$ cat config.mk
export PLATFORM = sky130hd
export DESIGN_NAME = hamming_2d_encoder
export DESIGN_NICKNAME = d
export VERILOG_FILES = /design/src/rtl/hamming_pkg.sv /design/src/rtl/hamming1511_encoder.sv /design/src/rtl/hamming_2d_encoder.sv
export SDC_FILE = /design/constraint.sdc
export NUM_CORES = 1
export LEC_CHECK = 0
export CORE_MARGIN = 3
export CORE_UTILIZATION = 45
export CTS_BUF_LIST = sky130_fd_sc_hd__clkbuf_8 sky130_fd_sc_hd__clkbuf_16
export CTS_CLUSTER_DIAMETER = 40
export DETAILED_ROUTE_END_ITERATION = 8
export PLACE_DENSITY_LB_ADDON = 0.08
export SETUP_SLACK_MARGIN = 0.05
export SYNTH_ARGS = -nofsm -noshare
export SYNTH_HDL_FRONTEND = slang
export SYNTH_SLANG_ARGS = --single-unit
export TNS_END_PERCENT = 10
$ cat constraint.sdc
create_clock -name clk -period 4.4 [get_ports clk]
set_input_delay 0.88 -clock clk [delete_from_list [all_inputs] [get_ports clk]]
set_output_delay 0.88 -clock clk [all_outputs]
set_load 0.01 [all_outputs]
$ cat src/rtl/hamming_pkg.sv
// Shared constants, FSM state type and the Hamming(15,11) data-position table
// used by the 2D Hamming encode/decode path.
package hamming_pkg;

  localparam int HAM_DATA_W   = 11;
  localparam int HAM_CODE_W   = 15;
  localparam int HAM74_DATA_W = 4;
  localparam int HAM74_CODE_W = 7;

  typedef enum logic [1:0] {
    IDLE   = 2'd0,
    ENCODE = 2'd1,
    HOLD   = 2'd2
  } state_t;

  // 1-based codeword position of data bit d[i]; powers of two are parity slots.
  localparam int HAM_DATA_POS [HAM_DATA_W] = '{3, 5, 6, 7, 9, 10, 11, 12, 13, 14, 15};

endpackage

$ cat src/rtl/hamming1511_encoder.sv
// Combinational Hamming(15,11) encoder: codeword bit k-1 holds position k,
// even parity at positions 1, 2, 4 and 8.
module hamming1511_encoder
  import hamming_pkg::*;
(
  input  logic [HAM_DATA_W-1:0] data,
  output logic [HAM_CODE_W-1:0] code
);

  logic par;

  always_comb begin
    code = '0;
    par  = 1'b0;
    for (int i = 0; i < HAM_DATA_W; i++) begin
      code[HAM_DATA_POS[i]-1] = data[i];
    end
    // Parity slots are still zero here, so they drop out of their own XOR.
    for (int p = 0; p < 4; p++) begin
      par = 1'b0;
      for (int k = 1; k <= HAM_CODE_W; k++) begin
        if (((k >> p) & 1) == 1) par = par ^ code[k-1];
      end
      code[(1 << p) - 1] = par;
    end
  end

endmodule

$ cat src/rtl/hamming_2d_encoder.sv
// Sequential 2D Hamming block encoder: one Hamming(15,11) column per cycle,
// frame presented on valid/ready. Optional HAMMING_ERR_INJECT_EN adds a single-bit flip.
module hamming_2d_encoder
  import hamming_pkg::*;
#(
  parameter int NUM_COLS = 4
) (
  input  logic                         clk,
  input  logic                         rst,
  input  logic                         in_valid,
  output logic                         in_ready,
  input  logic [HAM_DATA_W*NUM_COLS-1:0] data_in,
  output logic                         out_valid,
  input  logic                         out_ready,
  output logic [HAM_CODE_W*NUM_COLS-1:0] encoded_out,
`ifdef HAMMING_ERR_INJECT_EN
  input  logic                         inj_en,
  input  logic [$clog2(HAM_CODE_W*NUM_COLS)-1:0] inj_pos,
`endif
  output logic                         busy
);

  localparam int PAY_W   = HAM_DATA_W * NUM_COLS;
  localparam int FRAME_W = HAM_CODE_W * NUM_COLS;
  localparam int COL_W   = (NUM_COLS > 1) ? $clog2(NUM_COLS) : 1;

  state_t                  state;
  state_t                  state_next;
  logic [PAY_W-1:0]        payload;
  logic [FRAME_W-1:0]      frame;
  logic [FRAME_W-1:0]      frame_next;
  logic [COL_W-1:0]        col;
  logic                    last_col;
  logic [HAM_DATA_W-1:0]   col_data;
  logic [HAM_CODE_W-1:0]   col_code;

`ifdef HAMMING_ERR_INJECT_EN
  localparam int INJ_W = $clog2(FRAME_W);
  logic             inj_en_q;
  logic [INJ_W-1:0] inj_pos_q;
`endif

  assign last_col = (col == COL_W'(NUM_COLS - 1));
  assign col_data = payload[int'(col)*HAM_DATA_W +: HAM_DATA_W];

  hamming1511_encoder u_col_enc (
    .data (col_data),
    .code (col_code)
  );

  always_ff @(posedge clk or posedge rst) begin
    if (rst) state <= IDLE;
    else     state <= state_next;
  end

  always_comb begin
    state_next = state;
    case (state)
      IDLE:    if (in_valid)  state_next = ENCODE;
      ENCODE:  if (last_col)  state_next = HOLD;
      HOLD:    if (out_ready) state_next = IDLE;
      default: state_next = IDLE;
    endcase
  end

  always_comb begin
    in_ready  = 1'b0;
    out_valid = 1'b0;
    busy      = 1'b0;
    case (state)
      IDLE:    in_ready = 1'b1;
      ENCODE:  busy = 1'b1;
      HOLD: begin
        out_valid = 1'b1;
        busy      = 1'b1;
      end
      default: in_ready = 1'b0;
    endcase
  end

  always_comb begin
    frame_next = frame;
    frame_next[int'(col)*HAM_CODE_W +: HAM_CODE_W] = col_code;
`ifdef HAMMING_ERR_INJECT_EN
    // Flip lands on the same edge that enters HOLD, so the frame never shows it early.
    if (last_col && inj_en_q && (int'(inj_pos_q) < FRAME_W)) begin
      frame_next[inj_pos_q] = ~frame_next[inj_pos_q];
    end
`endif
  end

  always_ff @(posedge clk or posedge rst) begin
    if (rst) begin
      payload <= '0;
      frame   <= '0;
      col     <= '0;
`ifdef HAMMING_ERR_INJECT_EN
      inj_en_q  <= 1'b0;
      inj_pos_q <= '0;
`endif
    end else begin
      case (state)
        IDLE: begin
          if (in_valid) begin
            payload <= data_in;
            frame   <= '0;
            col     <= '0;
`ifdef HAMMING_ERR_INJECT_EN
            inj_en_q  <= inj_en;
            inj_pos_q <= inj_pos;
`endif
          end
        end
        ENCODE: begin
          frame <= frame_next;
          if (!last_col) col <= col + COL_W'(1);
        end
        default: begin
        end
      endcase
    end
  end

  assign encoded_out = frame;

endmodule

==> reports/qor.yml, run 1 <==
status: "finished clean"
r2r_slack_ps: 1550
grt_use_total: 0.188
holdPathEnd: "payload[20]$_DFFE_PP0P_"
die_y_microns: 107
drt_iter0_drc: 141
avgViaCountPerCell: 5.51
wl_microns: 10200
worstSkewPairLatency_ps: 370
crit_required_ps: 4660
diodes: 0
power_density_mw_per_mm2: 741
final_antenna_net_count: 0
fmax_mhz: 351
whs_path_depth: 1
drc: 0
fillCellCount: 773
synth_xor_area_frac: 0.0517
synthTopCellsByArea: "dfrtp_1 (59%), a22o_1 (11%), mux2_2 (11%)"
whs_ps: 505
ys_ff_latch: 108
min_from: "payload[20]$_DFFE_PP0P_"
place_ws_ps: 1510
cp_slowest_cell: "dfrtp_1"
cp_max_fo: 19
min_period_over_period: 0.647
synth_compound_area_frac: 0.134
path_clk_slew_ps: 110
syn_area_sq_mm: 0.00460
placed_cells: 534
htree_num_levels: 3
synth_edf_count: 0
fp.dieArea_sq_mm: 0.0115
crit_arrival_ps: 3110
synth_top_cell_by_area: "dfrtp_1"
instances_no_fill: 550
cts.sinks: 108
fin_tns_setup_ps: 0
cts_tree: "yes"
area.sequential_sq_mm: 0.00270
timing.final.crit_period_ps: 2850
row_count: 36
max_cap_violations: 0
io_buffers: 110
path_buf_inv: 0
clk_path_buf_depth: 2
crit_top_cell: "xnor3_1"
nets: 467
syn_area_per_cell_sq_um: 15.4
finalSetupViolCount: 0
r2r_cells: 4
hold_violations: 0
async_flop_share: 1.00
cpPeakStageDelay_ps: 970
synthMuxAreaShare: 0.164
crit_chain: "mux4_1 -> xnor3_1 -> xnor3_1 -> a22o_1"
drive_gt1_frac: 0.209
areaGrowthSynthToFinish_pct: 31.6
worstHoldPathType: "flop to flop"
initial_core_util: 0.466
worst-slew-pin-transition_ps: 1100
gp_routability_congestion: 0.787
synth_top_family_by_area: "multiplexers"
rsz0062_at_grt: "false"
path_class: "flop to flop"
dp_hpwl_microns: 7200
yosys.cell_types.count: 29
yosys_warnings: 0
ir_drop_mv: 0.574
synthCells: 299
num_vias: 3031
multiInputGateArea_sq_mm: 0.00181
ctsHoldBuffers: 0
io_pins: 111
grt_max_degree: 83
setup_slack_ps: 1550
cts-root-buf: "clkbuf_8"
grt_first_pass_wirelength_microns: 16800
reg2reg_to: "encoded_out[52]$_DFFE_PP0P_"
synth-main-ff-cell: "dfrtp_1"
core_sq_mm: 0.00986
gr-total-overflow: 0
drv_slew: 0
slew_headroom: 0.261
first_global_vias: 3078
cp-end-kind: "flop"
cts_setup_buffers: 0
synth-simple-area-share: 0.0204
synth_nets: 354
numCtsBuffers: 9
synth_adder_area_share: 0.0190
synth_top_area_share: 0.588
start_kind: "flop"
r2r_start: "col[0]$_DFFE_PP0P_"
yosysSeqAreaShare: 0.588
final.setup_skew_ps: 19.1
cts_resized: 0
dr.pass1.iters: 4
dieWidth_microns: 107
crit_family: "flip-flops"
antenna_found_initial: 0
wl_per_cell_microns: 18.5
p_leak_nw: 2.66
## layer usage
metal,vias up,global-route usage,wire (microns)
met1,1559,0.284,4790
met4,0,0.0566,108
met5,-,0,0
li1,1366,-,-
met2,96,0.277,4780
met3,10,0.0337,509
## synth_stat cells (all sizes together), types with 2 or more instances
cell type,instances
nor4b,2
mux2,44
nand2,6
a21oi,6
ha,7
buf,3
xnor3,8
nor2,3
o21ai,6
a22o,60
inv,7
a22oi,2
xnor2,4
dfrtp,108
clkbuf,13
mux4,11
nor2b,3
## worst register-to-register path, cell delays in order, from the launching register on
cell	delay, ps
dfrtp_1	970
mux4_1	800
xnor3_1	440
xnor3_1	290
a22o_1	240
## final cells by class
type | instances | area share
Inverter | 7 | 0.00476
Tap cell | 133 | 0.0275
Sequential cell | 108 | 0.447
Clock buffer | 9 | 0.0205
Timing Repair Buffer | 118 | 0.192
Clock inverter | 7 | 0.00951
Multi-Input combinational cell | 168 | 0.299
## kinds of logic after synthesis
logic type / Yosys count
xor+xnor: 12
buf+inv: 23
mux: 55
flops: 108
fa+ha+maj: 7
simple gates: 18
compound gates: 76
## power breakdown
| group | internal (mW) | switching, mW |
|---|---|---|
| Combinational | 1.28 | 1.17 |
| Sequential | 1.27 | 0.196 |
| Clock | 0.214 | 0.356 |
| Total | 2.77 | 1.72 |
## per-stage QoR
step                      power (mW)   util  instance area, sq um
final                           4.49  0.614                  6050
after global routing            4.81  0.614                  6050
after CTS                       4.52  0.614                  6050
after detailed placement        3.95  0.595                  5870
after global placement          3.90  0.595                  5870
after floorplan                 3.29      -                  4600
## cell usage in the layout (no fill, tap or decap)
cell	instances
a21oi_1	6
a22o_1	57
a22o_2	3
a22oi_1	2
a31oi_1	1
buf_4	8
clkbuf_8	9
clkdlybuf4s50_1	110
clkinv_2	1
clkinv_4	1
clkinvlp_4	2
dfrtp_1	108
ha_1	7
inv_1	6
inv_4	1
inv_6	2
inv_8	1
mux2_2	44
mux4_1	3
mux4_2	8
nand2_1	5
nand2_2	1
nand2b_1	1
nand4_1	1
nor2_1	3
nor2b_1	3
nor3_1	1
nor4_2	1
nor4b_2	2
o21ai_0	3
o21ai_1	3
o22ai_1	1
xnor2_1	1
xnor2_2	3
xnor3_1	8
## state kept, by name, summed over array words and instances (netlist names)
register / count
encoded_out: 60
payload: 44
col: 2
state: 2
## worst max-delay path by stage
stage,from,to,slack [ps],depth (start not counted)
floorplan,rst,col[0]$_DFFE_PP0P_,670,1
global placement,col[0]$_DFFE_PP0P_,encoded_out[16]$_DFFE_PP0P_,1610,4
detailed placement,col[0]$_DFFE_PP0P_,encoded_out[16]$_DFFE_PP0P_,1510,4
CTS,col[0]$_DFFE_PP0P_,encoded_out[16]$_DFFE_PP0P_,1510,4
global route,col[0]$_DFFE_PP0P_,encoded_out[52]$_DFFE_PP0P_,1350,4
finish,col[0]$_DFFE_PP0P_,encoded_out[52]$_DFFE_PP0P_,1550,4
Note: power is estimated with default switching activity, not from simulation.
==> run 2, diff against run 1 <==
clock period = 2.92 ns   (was 4.4 ns; I/O delays follow)
==> reports/qor.yml, run 2 (synthesized netlist as in run 1, its figures left out) <==
row_count: 36  # unchanged
crit_required_ps: 3170  # was 4660 ps
max_cap_violations: 0  # unchanged
numCtsBuffers: 9  # unchanged
placed_area_sq_mm: 0.00595  # was 0.00587 sq mm
io_pins: 111  # unchanged
core_sq_mm: 0.00986  # unchanged
cp-end-kind: "flop"  # unchanged
num_vias: 3057  # was 3031
antenna_found_initial: 0  # unchanged
final_antenna_net_count: 0  # unchanged
rsz0062_at_grt: "false"  # unchanged
path_buf_inv: 1  # was 0
crit_arrival_ps: 2760  # was 3110 ps
status: "finished clean"  # unchanged
fin_tns_setup_ps: 0  # unchanged
final_common_cell: "clkdlybuf4s50_1"  # unchanged
cts_resized: 0  # unchanged
nets: 472  # was 467
io_buffers: 110  # unchanged
die_y_microns: 107  # unchanged
initial_core_util: 0.466  # unchanged
fp.dieArea_sq_mm: 0.0115  # unchanged
crit_family: "XOR/XNOR gates"  # was flip-flops
cts_tree: "yes"  # unchanged
first_global_vias: 3224  # was 3078
grt_first_pass_wirelength_microns: 17400  # was 16800 microns
power_density_mw_per_mm2: 1130  # was 741 mW/mm^2
fmax_mhz: 398  # was 351 MHz
cp_max_fo: 7  # was 19
wl_microns: 10600  # was 10200 microns
placed_cells: 539  # was 534
grt_max_degree: 45  # was 83
htree_num_levels: 3  # unchanged
cts.sinks: 108  # unchanged
cts_setup_buffers: 0  # unchanged
drv_slew: 0  # unchanged
cts-root-buf: "clkbuf_8"  # unchanged
crit_chain: "buf_4 -> mux4_2 -> xnor2_2 -> xnor3_1 -> a22o_1"  # was mux4_1 -> xnor3_1 -> xnor3_1 -> a22o_1
largest_reg_flops: 60  # unchanged
gr-total-overflow: 0  # unchanged
drt_iter0_drc: 125  # was 141
ir_drop_mv: 0.725  # was 0.574 mV
instances_no_fill: 555  # was 550
cpPeakStageDelay_ps: 650  # was 970 ps
worst-slew-pin-transition_ps: 717  # was 1100 ps
final.setup_skew_ps: 11.4  # was 19.1 ps
path_clk_slew_ps: 110  # about the same
worstSkewPairLatency_ps: 350  # was 370 ps
avgViaCountPerCell: 5.51  # about the same
dr.pass1.iters: 4  # unchanged
slew_headroom: 0.521  # was 0.261
hold_violations: 0  # unchanged
path_class: "flop to flop"  # unchanged
ctsHoldBuffers: 0  # unchanged
worstHoldPathType: "flop to flop"  # unchanged
clk_path_buf_depth: 2  # unchanged
dieWidth_microns: 107  # unchanged
min_period_over_period: 0.860  # was 0.647
postLayoutCellArea_sq_mm: 0.00618  # was 0.00605 sq mm
drive_gt1_frac: 0.218  # was 0.209
gp_routability_congestion: 0.827  # was 0.787
areaGrowthSynthToFinish_pct: 34.3  # was 31.6%
diodes: 0  # unchanged
finalSetupViolCount: 0  # unchanged
cp_slowest_cell: "mux4_2"  # was dfrtp_1
drc: 0  # unchanged
p_leak_nw: 2.72  # was 2.66 nW
dp_hpwl_microns: 7560  # was 7200 microns
start_kind: "flop"  # unchanged
timing.final.crit_period_ps: 2510  # was 2850 ps
grt_use_total: 0.197  # was 0.188
mostFrequentLayoutCells: "clkdlybuf4s50_1 (110), dfrtp_1 (108), a22o_1 (57)"  # unchanged
wl_per_cell_microns: 19.1  # was 18.5 microns
run 2: power breakdown:
group / switching [mW] / leakage, nW / total [mW] / internal, mW
combinational: 1.78 / 1.21 / 3.74 / 1.96
sequential: 0.279 / 1.40 / 2.20 / 1.92
clock: 0.519 / 0.112 / 1.02 / 0.497
run 2: area by class of cell:
| type | count | area (sq um) |
|---|---|---|
| multi-input cells | 168 | 1810 |
| flip-flops and latches | 108 | 2700 |
| clock inverters | 7 | 105 |
| inverters | 7 | 30.0 |
| clock buffers | 9 | 124 |
| repair buffers | 123 | 1240 |
| well taps | 133 | 166 |
| fillers | 744 | 3690 |
run 2: final timing paths:
check,start,to,slack (ps),cells after the start
setup / recovery,col[0]$_DFFE_PP0P_,encoded_out[15]$_DFFE_PP0P_,410,5
hold / removal,encoded_out[17]$_DFFE_PP0P_,encoded_out[17]$_DFFE_PP0P_,510,1
setup reg to reg,col[0]$_DFFE_PP0P_,encoded_out[15]$_DFFE_PP0P_,410,5
hold reg to reg,encoded_out[17]$_DFFE_PP0P_,encoded_out[17]$_DFFE_PP0P_,510,1
max in group asynchronous,rst,encoded_out[24]$_DFFE_PP0P_,1640,3
min in group asynchronous,rst,encoded_out[43]$_DFFE_PP0P_,690,2
run 2: per-stage QoR:
step | power (mW) | util | hold WS, ps | setup slack, ps
5_1_grt | 7.39 | 0.626 | 528 | 255
2_1_floorplan | 4.96 | - | 470 | 557
3_3_place_gp | 5.89 | 0.603 | 480 | 429
3_5_place_dp | 5.98 | 0.603 | 486 | 366
4_1_cts | 7.00 | 0.626 | 512 | 367
6_report | 6.96 | 0.626 | 508 | 409
run 2: routing by layer:
metal | part of all wire | track usage
met2 | 0.47 | 0.299
met1 | 0.46 | 0.285
met5 | 0 | 0
met3 | 0.058 | 0.0373
met4 | 0.012 | 0.0712
==> run 3, diff against run 2 <==
GPL_ROUTABILITY_DRIVEN = 0   (was not set)
HOLD_SLACK_MARGIN = 0.12   (was not set)
==> results of run 3 <==
No change in the layout: final DEF, timing and power equal those of run 2.
